<file path="src/rtl/cpu_if_q.sv">
// CPU-to-cache request queue: buffers CPU read/write requests in a FIFO and
// issues them one at a time to the cache with a level/ack handshake and optional timeout.
module cpu_if_q #(
    parameter int unsigned ADDR_W  = 16,
    parameter int unsigned DATA_W  = 32,
    parameter int unsigned DEPTH   = 4,
    parameter int unsigned TIMEOUT = 0
) (
    input  logic                         sys_clk,
    input  logic                         sys_rst,
    input  logic [ADDR_W-1:0]            sys_addr,
    input  logic                         sys_wr,
    input  logic                         sys_rd,
    input  logic [DATA_W-1:0]            sys_wdata,
    input  logic [DATA_W/8-1:0]          sys_bval,
    output logic                         sys_ready,
    output logic [$clog2(DEPTH+1)-1:0]   q_level,
    output logic [DATA_W-1:0]            sys_rdata,
    output logic                         sys_ack,
    output logic                         sys_err,
    output logic [ADDR_W-1:0]            c_addr,
    output logic                         c_wr,
    output logic                         c_rd,
    output logic [DATA_W-1:0]            c_wdata,
    output logic [DATA_W/8-1:0]          c_bval,
    input  logic [DATA_W-1:0]            c_rdata,
    input  logic                         c_ack
);

    localparam int unsigned BW = DATA_W / 8;
    localparam int unsigned PW = $clog2(DEPTH);
    localparam int unsigned LW = $clog2(DEPTH + 1);
    localparam int unsigned TW = (TIMEOUT > 1) ? $clog2(TIMEOUT) : 1;
    localparam logic [TW-1:0] TLAST = TW'((TIMEOUT > 0) ? TIMEOUT - 1 : 0);

    typedef struct packed {
        logic              rd;
        logic [ADDR_W-1:0] addr;
        logic [DATA_W-1:0] wdata;
        logic [BW-1:0]     bval;
    } req_t;

    typedef enum logic [1:0] {
        ST_IDLE,
        ST_ISSUE,
        ST_RESP
    } state_t;

    req_t          mem_q [DEPTH];
    logic [PW-1:0] wr_ptr_q, wr_ptr_d;
    logic [PW-1:0] rd_ptr_q, rd_ptr_d;
    logic [LW-1:0] level_q, level_d;
    logic          push, pop, timed_out;
    req_t          head;

    state_t            state_q;
    logic [TW-1:0]     timer_q;
    logic              c_rd_q, c_wr_q;
    logic [ADDR_W-1:0] c_addr_q;
    logic [DATA_W-1:0] c_wdata_q;
    logic [BW-1:0]     c_bval_q;
    logic [DATA_W-1:0] rdata_q;
    logic              ack_q, err_q;

    assign sys_ready = (level_q != LW'(DEPTH));
    assign q_level   = level_q;
    assign head      = mem_q[rd_ptr_q];
    assign timed_out = (TIMEOUT != 0) && (timer_q == TLAST);

    always_comb begin
        push     = sys_ready && (sys_rd ^ sys_wr);
        pop      = (state_q == ST_IDLE) && (level_q != '0);
        wr_ptr_d = push ? wr_ptr_q + PW'(1) : wr_ptr_q;
        rd_ptr_d = pop  ? rd_ptr_q + PW'(1) : rd_ptr_q;
        level_d  = level_q + LW'(push) - LW'(pop);
    end

    // Storage is not reset; the pointers and level define which entries are live.
    always_ff @(posedge sys_clk) begin
        if (push) begin
            mem_q[wr_ptr_q] <= req_t'{rd: sys_rd, addr: sys_addr, wdata: sys_wdata, bval: sys_bval};
        end
    end

    always_ff @(posedge sys_clk) begin
        if (!sys_rst) begin
            wr_ptr_q <= '0;
            rd_ptr_q <= '0;
            level_q  <= '0;
        end else begin
            wr_ptr_q <= wr_ptr_d;
            rd_ptr_q <= rd_ptr_d;
            level_q  <= level_d;
        end
    end

    always_ff @(posedge sys_clk) begin
        if (!sys_rst) begin
            state_q   <= ST_IDLE;
            timer_q   <= '0;
            c_rd_q    <= 1'b0;
            c_wr_q    <= 1'b0;
            c_addr_q  <= '0;
            c_wdata_q <= '0;
            c_bval_q  <= '0;
            rdata_q   <= '0;
            ack_q     <= 1'b0;
            err_q     <= 1'b0;
        end else begin
            case (state_q)
                ST_IDLE: begin
                    if (pop) begin
                        c_rd_q    <= head.rd;
                        c_wr_q    <= !head.rd;
                        c_addr_q  <= head.addr;
                        c_wdata_q <= head.wdata;
                        c_bval_q  <= head.bval;
                        timer_q   <= '0;
                        state_q   <= ST_ISSUE;
                    end
                end
                ST_ISSUE: begin
                    if (c_ack) begin
                        c_rd_q  <= 1'b0;
                        c_wr_q  <= 1'b0;
                        ack_q   <= 1'b1;
                        state_q <= ST_RESP;
                        if (c_rd_q) begin
                            rdata_q <= c_rdata;
                        end
                    end else if (timed_out) begin
                        c_rd_q  <= 1'b0;
                        c_wr_q  <= 1'b0;
                        ack_q   <= 1'b1;
                        err_q   <= 1'b1;
                        state_q <= ST_RESP;
                    end else begin
                        timer_q <= timer_q + TW'(1);
                    end
                end
                ST_RESP: begin
                    ack_q   <= 1'b0;
                    err_q   <= 1'b0;
                    state_q <= ST_IDLE;
                end
                default: state_q <= ST_IDLE;
            endcase
        end
    end

    assign c_rd      = c_rd_q;
    assign c_wr      = c_wr_q;
    assign c_addr    = c_addr_q;
    assign c_wdata   = c_wdata_q;
    assign c_bval    = c_bval_q;
    assign sys_rdata = rdata_q;
    assign sys_ack   = ack_q;
    assign sys_err   = err_q;

endmodule

</file>
<file path="config.mk">
export PLATFORM = sky130hd
export DESIGN_NAME = cpu_if_q
export DESIGN_NICKNAME = d
export VERILOG_FILES = /design/src/rtl/cpu_if_q.sv
export SDC_FILE = /design/constraint.sdc
export NUM_CORES = 1
export LEC_CHECK = 0
export ABC_AREA = 1
export CORE_MARGIN = 3
export CORE_UTILIZATION = 54
export DETAILED_ROUTE_END_ITERATION = 10
export HOLD_SLACK_MARGIN = 0.03
export PLACE_DENSITY = 0.91
export RECOVER_POWER = 100
export SYNTH_ARGS = -nofsm -noshare
export SYNTH_HDL_FRONTEND = slang
export SYNTH_SLANG_ARGS = --single-unit
</file>
<file path="constraint.sdc">
create_clock -name sys_clk -period 5.3 [get_ports sys_clk]
set_input_delay 1.325 -clock sys_clk [delete_from_list [all_inputs] [get_ports sys_clk]]
set_output_delay 1.325 -clock sys_clk [all_outputs]
set_load 0.02 [all_outputs]
</file>
==> metrics.log, run 1 <==
INFO  metric result_of_the_run = finished with violations
INFO  metric clock_latency_of_the_later_clocked_register_in_the_worst_skew_pair = 0.55 ns
INFO  metric power.static_leakage = 6.57 nW
INFO  metric global_routing_met1_resource_utilization = 29.3%
INFO  metric largest_net_degree_at_the_start_of_global_routing = 108
INFO  metric fmax = 245 MHz
INFO  metric regToRegSetupSlack = 1.51 ns
INFO  metric global_route.peak_usage_layer = met2
INFO  metric post-cts-setup-buffer-count = 0
INFO  metric globalRoute.totalOverflow = 0
INFO  metric ys_top_cells_by_count = 390 x nand2_1, 212 x edfxtp_1, 181 x nor2_1
INFO  metric synth_area_leaders = edfxtp_1 52%, dfxtp_1 16%, nand2_1 12%, nor2_1 5.6%, inv_1 3.7%
INFO  metric detail_route.wl_per_cell = 17.4 um
INFO  metric grt_antenna_before_repair = 2
INFO  metric post_synth_fa_ha_maj_area_fraction = 0.781%
INFO  metric synth.cell_area = 12200 sq um
INFO  metric yosysMostFrequentCell = nand2_1
INFO  metric cp_capture_type = flip-flop
INFO  metric r2r.worst_path.cells = 5
INFO  metric setup.worst_path.class = input port to flip-flop
INFO  metric hpwlAfterDp = 18000 um
INFO  metric initial_utilization = 55.3%
INFO  metric number_of_primary_i_o_pins = 181
INFO  metric path_delay_family = simple AND/OR/NAND/NOR gates
INFO  metric required = 5.53 ns
INFO  metric dominantRegCellSynth = edfxtp_1
INFO  metric cp_max_fo = 29
INFO  metric die_area = 24400 sq um
INFO  metric critPathBufInv = 2
INFO  metric final_layout_size_suffix_gt1_share = 4.76%
INFO  metric cts.sink_count = 310
INFO  metric critical_path.cell_chain = dlygate4sd3_1 > xor2_1 > nand2_1 > nor2_2 > buf_4
INFO  metric path_depth = 5
INFO  metric ir_worst_vdd = 0.000306 V
INFO  metric drt_iter0_markers = 775
INFO  metric design.core.area = 22000 sq um
INFO  metric power.density = 517 nW/um^2
INFO  metric avgViaCountPerCell = 5.36
INFO  metric core.rowCount = 54
INFO  metric critical_path.slowest_cell = nor2_2
INFO  metric synth.mux.area_fraction = 0%
INFO  metric arrival = 4.31 ns
INFO  metric hold_path_class = flip-flop to flip-flop
INFO  metric final_nets = 1482
INFO  metric clk_transition_reported_paths = 0.06 ns
INFO  metric wire_length_of_the_first_global_routing_pass = 46400 um
INFO  metric via_count = 9064
INFO  metric postLayoutCoreUtil = 68.0%
INFO  metric syn_inst = 1230
INFO  metric yosys_warnings = 0
INFO  metric floorplan.die.height = 156 um
INFO  metric power = 7.75 mW
INFO  metric finalHoldViolCount = 0
INFO  metric groute.layer.met3.usage = 3.08%
INFO  metric slew_headroom = -71.0%
INFO  metric synth_top_family_by_area = simple AND/OR/NAND/NOR gates
INFO  metric min_path_cells = 2
INFO  metric synth.net_count = 1326
INFO  metric root_buffer = clkbuf_16
INFO  metric cts_hold_buffers = 0
INFO  metric pins_over_slew_limit = 205
INFO  metric postSynthAreaPerCell = 9.90 sq um
INFO  metric gr-usage-all-layers = 23.6%
INFO  metric cts-htree-levels = 1
INFO  metric xor_xnor_fraction_of_synth_area = 0.216%
INFO  metric synth_edf_count = 212
INFO  metric drv_cap = 4
INFO  metric synth.yosys.seq_area_share = 68.4%
INFO  metric synth_compound_gate_area_share = 3.80%
INFO  metric gp_routability_congestion = 0.796
INFO  metric synth.distinct_cells = 24
INFO  metric cp-start-kind = input port
INFO  metric failed_checks = capacitance limit, slew limit
INFO  metric final.fill_count = 1501
INFO  metric setup_viol = 0
INFO  metric tightestPinTransition = 2.57 ns
INFO  metric postSynthRegisterBits = 310
INFO  metric clock-skew-final = 0.0170 ns
INFO  metric ctsResizeCount = 0
INFO  metric synth_simple_gate_area_share = 20.0%
INFO  metric number_of_input_and_output_port_buffers_inserted = 179
INFO  metric yosys.area.top_type = edfxtp_1
INFO  metric period_share = 76.9%
INFO  metric numCtsBuffers = 30
INFO  metric first_drt_pass_iteration_count = 5
INFO  metric setup_total_negative_slack = 0 ns
INFO  metric chipWidth = 156 um
INFO  metric synth_largest_type_area_fraction = 52.3%
INFO  metric drt_drc_violations_left = 0
INFO  metric slowest_delay = 1.34 ns
INFO  metric grt_pass1_vias = 9342
INFO  metric flow.area_growth_from_synthesis = 23.1%
INFO  metric clock_tree_from_tritoncts = built
INFO  metric layout_min_cycle_time = 4.08 ns
INFO  metric asyncSetResetFlopFracSynth = 0%
INFO  metric groute.layer.met2.usage = 41.9%
INFO  metric detail_route.wirelength = 29400 um
INFO  metric postRouteAntennaNets = 0
INFO  metric rsz0062_at_grt = false
INFO  metric cts_buffer_depth = 3
-- layout make-up --
class | instances | area [sq um] | area share, %
well taps | 280 | 350 | 2.34
flip-flops and latches | 310 | 8330 | 55.6
diodes | 2 | 5.00 | 0.0334
multi-input cells | 731 | 3060 | 20.4
clock inverters | 19 | 126 | 0.843
repair buffers | 187 | 1850 | 12.3
inverters | 126 | 474 | 3.16
clock buffers | 36 | 795 | 5.30
-- worst reg2reg max path, stage by stage (launching register included) --
cell,delay [ns]
dfxtp_1,1.90
inv_2,1.11
nand3_1,0.32
nand2_1,0.16
nand2_1,0.10
a21oi_1,0.07
-- worst paths after layout --
check                 start     endpoint
setup reg to reg  flip-flop         c_wr
hold reg to reg     sys_ack      sys_ack
hold / removal      sys_ack      sys_ack
setup / recovery     sys_rd  mem_q[2][4]
-- state kept, by name, indices dropped and copies added, names as in the netlist, named ones only --
name       count
sys_ack        1
sys_rdata     32
state_q        2
q_level        3
c_wdata       32
c_wr           1
c_bval         4
c_rd           1
wr_ptr_q       2
mem_q        212
rd_ptr_q       2
c_addr        16
-- power by group --
group          total [mW]  switching, mW  internal (mW)
Clock                1.99          0.876           1.11
Sequential           3.36          0.338           3.02
Combinational        2.40           1.61          0.794
-- routing by layer --
| layer | up-vias | share of wire [%] |
|---|---|---|
| met1 | 4300 | 39 |
| li1 | 4229 | - |
| met5 | - | 0.048 |
| met2 | 452 | 51 |
| met4 | 2 | 3.1 |
| met3 | 81 | 7.2 |
-- logic make-up after synthesis --
group,after synthesis
compound gates,92
xor+xnor,3
fa+ha+maj,7
buf+inv,189
flops,310
other cells,1
simple gates,628
-- stage by stage --
stage | worst slack [ns] | area [sq um] | hold WS [ns] | cells
6_report | 1.22 | 15000 | 0.499 | 1691
5_1_grt | 1.04 | 15000 | 0.536 | 1689
4_1_cts | 1.83 | 15000 | 0.506 | 1689
3_5_place_dp | 1.28 | 14100 | 0.495 | 1634
3_3_place_gp | 1.38 | 14100 | 0.486 | 1634
2_1_floorplan | 0.952 | 12200 | 0.467 | 1230
-- cells in the final DEF, fill, tap and decap left out, types with 2 or more instances in the layout --
cell and instances:
clkbuf_16 31, dfxtp_1 97, clkinv_1 4, nor2_1 177, nor2_4 4, nand2_1 389
nand3_1 54, clkinvlp_2 3, clkdlybuf4s50_1 34, o21ai_0 82, diode_2 2, clkinvlp_4 3
buf_4 4, edfxtp_1 212, clkinv_2 8, ha_1 6, clkbuf_1 6, a21oi_1 5
inv_2 4, inv_1 121, dlygate4sd3_1 144, xor2_1 2, o21ai_1 4, clkbuf_2 2
No activity file was read; power rests on OpenSTA's default activity.
==> run 2, diff against run 1 <==
==> constraint.sdc (replaced) <==
create_clock -name sys_clk -period 4 [get_ports sys_clk]
set_input_delay 1 -clock sys_clk [delete_from_list [all_inputs] [get_ports sys_clk]]
set_output_delay 1 -clock sys_clk [all_outputs]
set_load 0.02 [all_outputs]
==> run 2 against run 1 <==
  * The run still ends with capacitance limit, slew limit left
  * Design area rose by 0.37%
  * Critical path depth rose by 1
  * Final cell count rose by 0.47%
  * Sequential power rose by 25%
  * Non-clock buffer count rose by 7
  * Combinational power rose by 44%
  * Count of clock-buffer cells in the layout rose by 12
  * Global-route usage rose by 0.074 points
  * Die area did not move
  * Critical path type unchanged
  * Highest routed layer unchanged
==> metrics.log, run 2 (synthesis gave the netlist of run 1 again) <==
INFO  metric result_of_the_run = finished with violations
INFO  metric failed_checks = capacitance limit, slew limit
INFO  metric cp_max_fo = 25 (-14%)
INFO  metric pins_over_slew_limit = 53 (-74%)
INFO  metric setup_total_negative_slack = 0 ns (unchanged)
INFO  metric arrival = 3.48 ns (-0.83 ns)
INFO  metric number_of_input_and_output_port_buffers_inserted = 179 (unchanged)
INFO  metric ctsResizeCount = 0 (unchanged)
INFO  metric post-cts-setup-buffer-count = 0 (unchanged)
INFO  metric cp-start-kind = input port
INFO  metric comb_power_share = 33.4% (+2.4 points)
INFO  metric finalHoldViolCount = 0 (unchanged)
INFO  metric postRouteAntennaNets = 0 (unchanged)
INFO  metric power_frac_seq = 40.6% (-2.7 points)
INFO  metric cts_buffer_depth = 3 (unchanged)
INFO  metric clk_transition_reported_paths = 0.06 ns (about the same)
INFO  metric wire_length_of_the_first_global_routing_pass = 46300 um (about the same)
INFO  metric clock_tree_from_tritoncts = built
INFO  metric final_nets = 1489 (+0.47%)
INFO  metric slowest_delay = 0.69 ns (-0.65 ns)
INFO  metric timing.hold.ws = 0.495 ns (-0.00370 ns)
INFO  metric chipWidth = 156 um (unchanged)
INFO  metric layout_min_cycle_time = 3.31 ns
INFO  metric power.density = 688 nW/um^2 (+33%)
INFO  metric gr-usage-all-layers = 23.7% (+0.074 points)
INFO  metric first_drt_pass_iteration_count = 6 (+1)
INFO  metric most-common-layout-cells = 389 x nand2_1, 212 x edfxtp_1, 178 x nor2_1
INFO  metric number_of_primary_i_o_pins = 181 (unchanged)
INFO  metric critical_path.cell_chain = dlygate4sd3_1 > xor2_1 > nand2_1 > clkbuf_1 > nor2_4 > clkbuf_2
INFO  metric ir_worst_vdd = 0.000568 V (+86%)
INFO  metric net-switching-power = 3.74 mW (+32%)
INFO  metric power.static_leakage = 6.61 nW (+0.51%)
INFO  metric hpwlAfterDp = 17800 um (-1.1%)
INFO  metric setup.worst_path.class = input port to flip-flop
INFO  metric slew_headroom = -30.1% (+41 points)
INFO  metric cts_hold_buffers = 0 (unchanged)
INFO  metric hold_path_class = flip-flop to flip-flop
INFO  metric grt_antenna_before_repair = 1 (-1)
INFO  metric globalRoute.totalOverflow = 0 (unchanged)
INFO  metric avgViaCountPerCell = 5.31 (-0.91%)
INFO  metric cts.sink_count = 310 (unchanged)
INFO  metric period_share = 82.8%
INFO  metric drt_iter0_markers = 892 (+15%)
INFO  metric max_flop_register = mem_q
INFO  metric fmax = 302 MHz
INFO  metric rsz0062_at_grt = false
INFO  metric numCtsBuffers = 30 (unchanged)
INFO  metric core.rowCount = 54 (unchanged)
INFO  metric via_count = 9024 (-0.44%)
INFO  metric design.core.area = 22000 sq um (unchanged)
INFO  metric root_buffer = clkbuf_16
INFO  metric cts-htree-levels = 1 (unchanged)
INFO  metric power.share.switching = 36.2% (-0.26 points)
INFO  metric p_int = 6.60 mW (+34%)
INFO  metric detail_route.wirelength = 29500 um (+0.23%)
INFO  metric final_layout_size_suffix_gt1_share = 4.52% (-0.24 points)
INFO  metric leading_cell_type_in_the_layout_fill_and_taps_excluded = nand2_1
INFO  metric floorplan.die.height = 156 um (unchanged)
INFO  metric gp_routability_congestion = 0.740 (-7.1%)
INFO  metric critPathBufInv = 3 (+1)
INFO  metric required = 4.17 ns (-1.36 ns)
INFO  metric die_area = 24400 sq um (unchanged)
INFO  metric cp_capture_type = flip-flop
INFO  metric tightestPinTransition = 1.95 ns (-0.614 ns)
INFO  metric largest_net_degree_at_the_start_of_global_routing = 107 (-0.93%)
INFO  metric p_clk_share = 26.1% (+0.4 points)
INFO  metric dp_slack = 0.751 ns (-0.527 ns)
INFO  metric initial_utilization = 55.3% (unchanged)
INFO  metric setup_viol = 0 (unchanged)
INFO  metric path_delay_family = buffers and inverters
INFO  metric largest_register_ffs = 212 (unchanged)
INFO  metric power = 10.3 mW (+33%)
INFO  metric drv_cap = 1 (-3)
INFO  metric drt_drc_violations_left = 0 (unchanged)
INFO  metric postLayoutSetupSlackWorst = 0.686 ns (-0.537 ns)
INFO  metric flow.area_growth_from_synthesis = 23.5%
INFO  metric critical_path.slowest_cell = clkbuf_2
INFO  metric detail_route.wl_per_cell = 17.4 um (-0.24%)
INFO  metric clock-skew-final = 0.0189 ns (+0.00193 ns)
INFO  metric clock_latency_of_the_later_clocked_register_in_the_worst_skew_pair = 0.56 ns (about the same)
INFO  metric grt_pass1_vias = 9126 (-2.3%)
run 2: cell types whose count changed in the layout (fill, tap and decap cells not counted), moves of 2 or more:
cell        before  now
clkbuf_1         6   17
clkinv_2         8    2
clkbuf_8         0    5
o21ai_0         82   86
o21ai_1          4    0
buf_4            4    7
clkbuf_2         2    4
clkinvlp_2       3    1
clkinvlp_4       3    1
run 2: power by group through the flow:
stage	clock network [mW]	logic, mW	registers (mW)
final	2.69	3.45	4.20
after global routing	2.83	3.82	4.25
after CTS	2.73	3.55	4.20
after detailed placement	0	3.48	4.26
after global placement	0	3.34	4.23
after floorplan	0	2.06	4.52
run 2: worst reg2reg max path: cells and delay by family (launching register included):
kind | cells | cell delay [ns]
flip-flops | 1 | 0.41
AND/OR/NAND/NOR | 4 | 0.88
buffers and inverters | 2 | 0.99
run 2: worst paths after layout:
kind | slack (ns) | startpoint | end | cells after the start
setup / recovery | 0.69 | sys_rd | mem_q[3][43] | 6
hold / removal | 0.50 | rd_ptr_q[1] | flip-flop | 2
setup reg to reg | 1.34 | q_level[1] | mem_q[3][43] | 6
hold reg to reg | 0.50 | rd_ptr_q[1] | flip-flop | 2
run 2: per-layer routing:
layer,routed length [um],global-route usage [%]
met4,742,7.84
met2,15400,42.7
met5,13,0
met1,11400,29.8
met3,1930,2.72
run 2: through the flow:
step | utilization, % | std cells | area, sq um
2_1_floorplan | - | 1230 | 12200
3_3_place_gp | 64.2 | 1641 | 14100
3_5_place_dp | 64.2 | 1641 | 14100
4_1_cts | 68.5 | 1697 | 15100
5_1_grt | 68.3 | 1697 | 15000
6_report | 68.3 | 1699 | 15000
run 2: final cells by class:
cell class | instances | area [sq um]
Tap cell | 280 | 350
Clock buffer | 48 | 868
Fill cell | 1461 | 6980
Inverter | 126 | 474
Sequential cell | 310 | 8330
Multi-Input combinational cell | 731 | 3050
Antenna cell | 2 | 5.00
Clock inverter | 8 | 75.1
Timing Repair Buffer | 194 | 1890
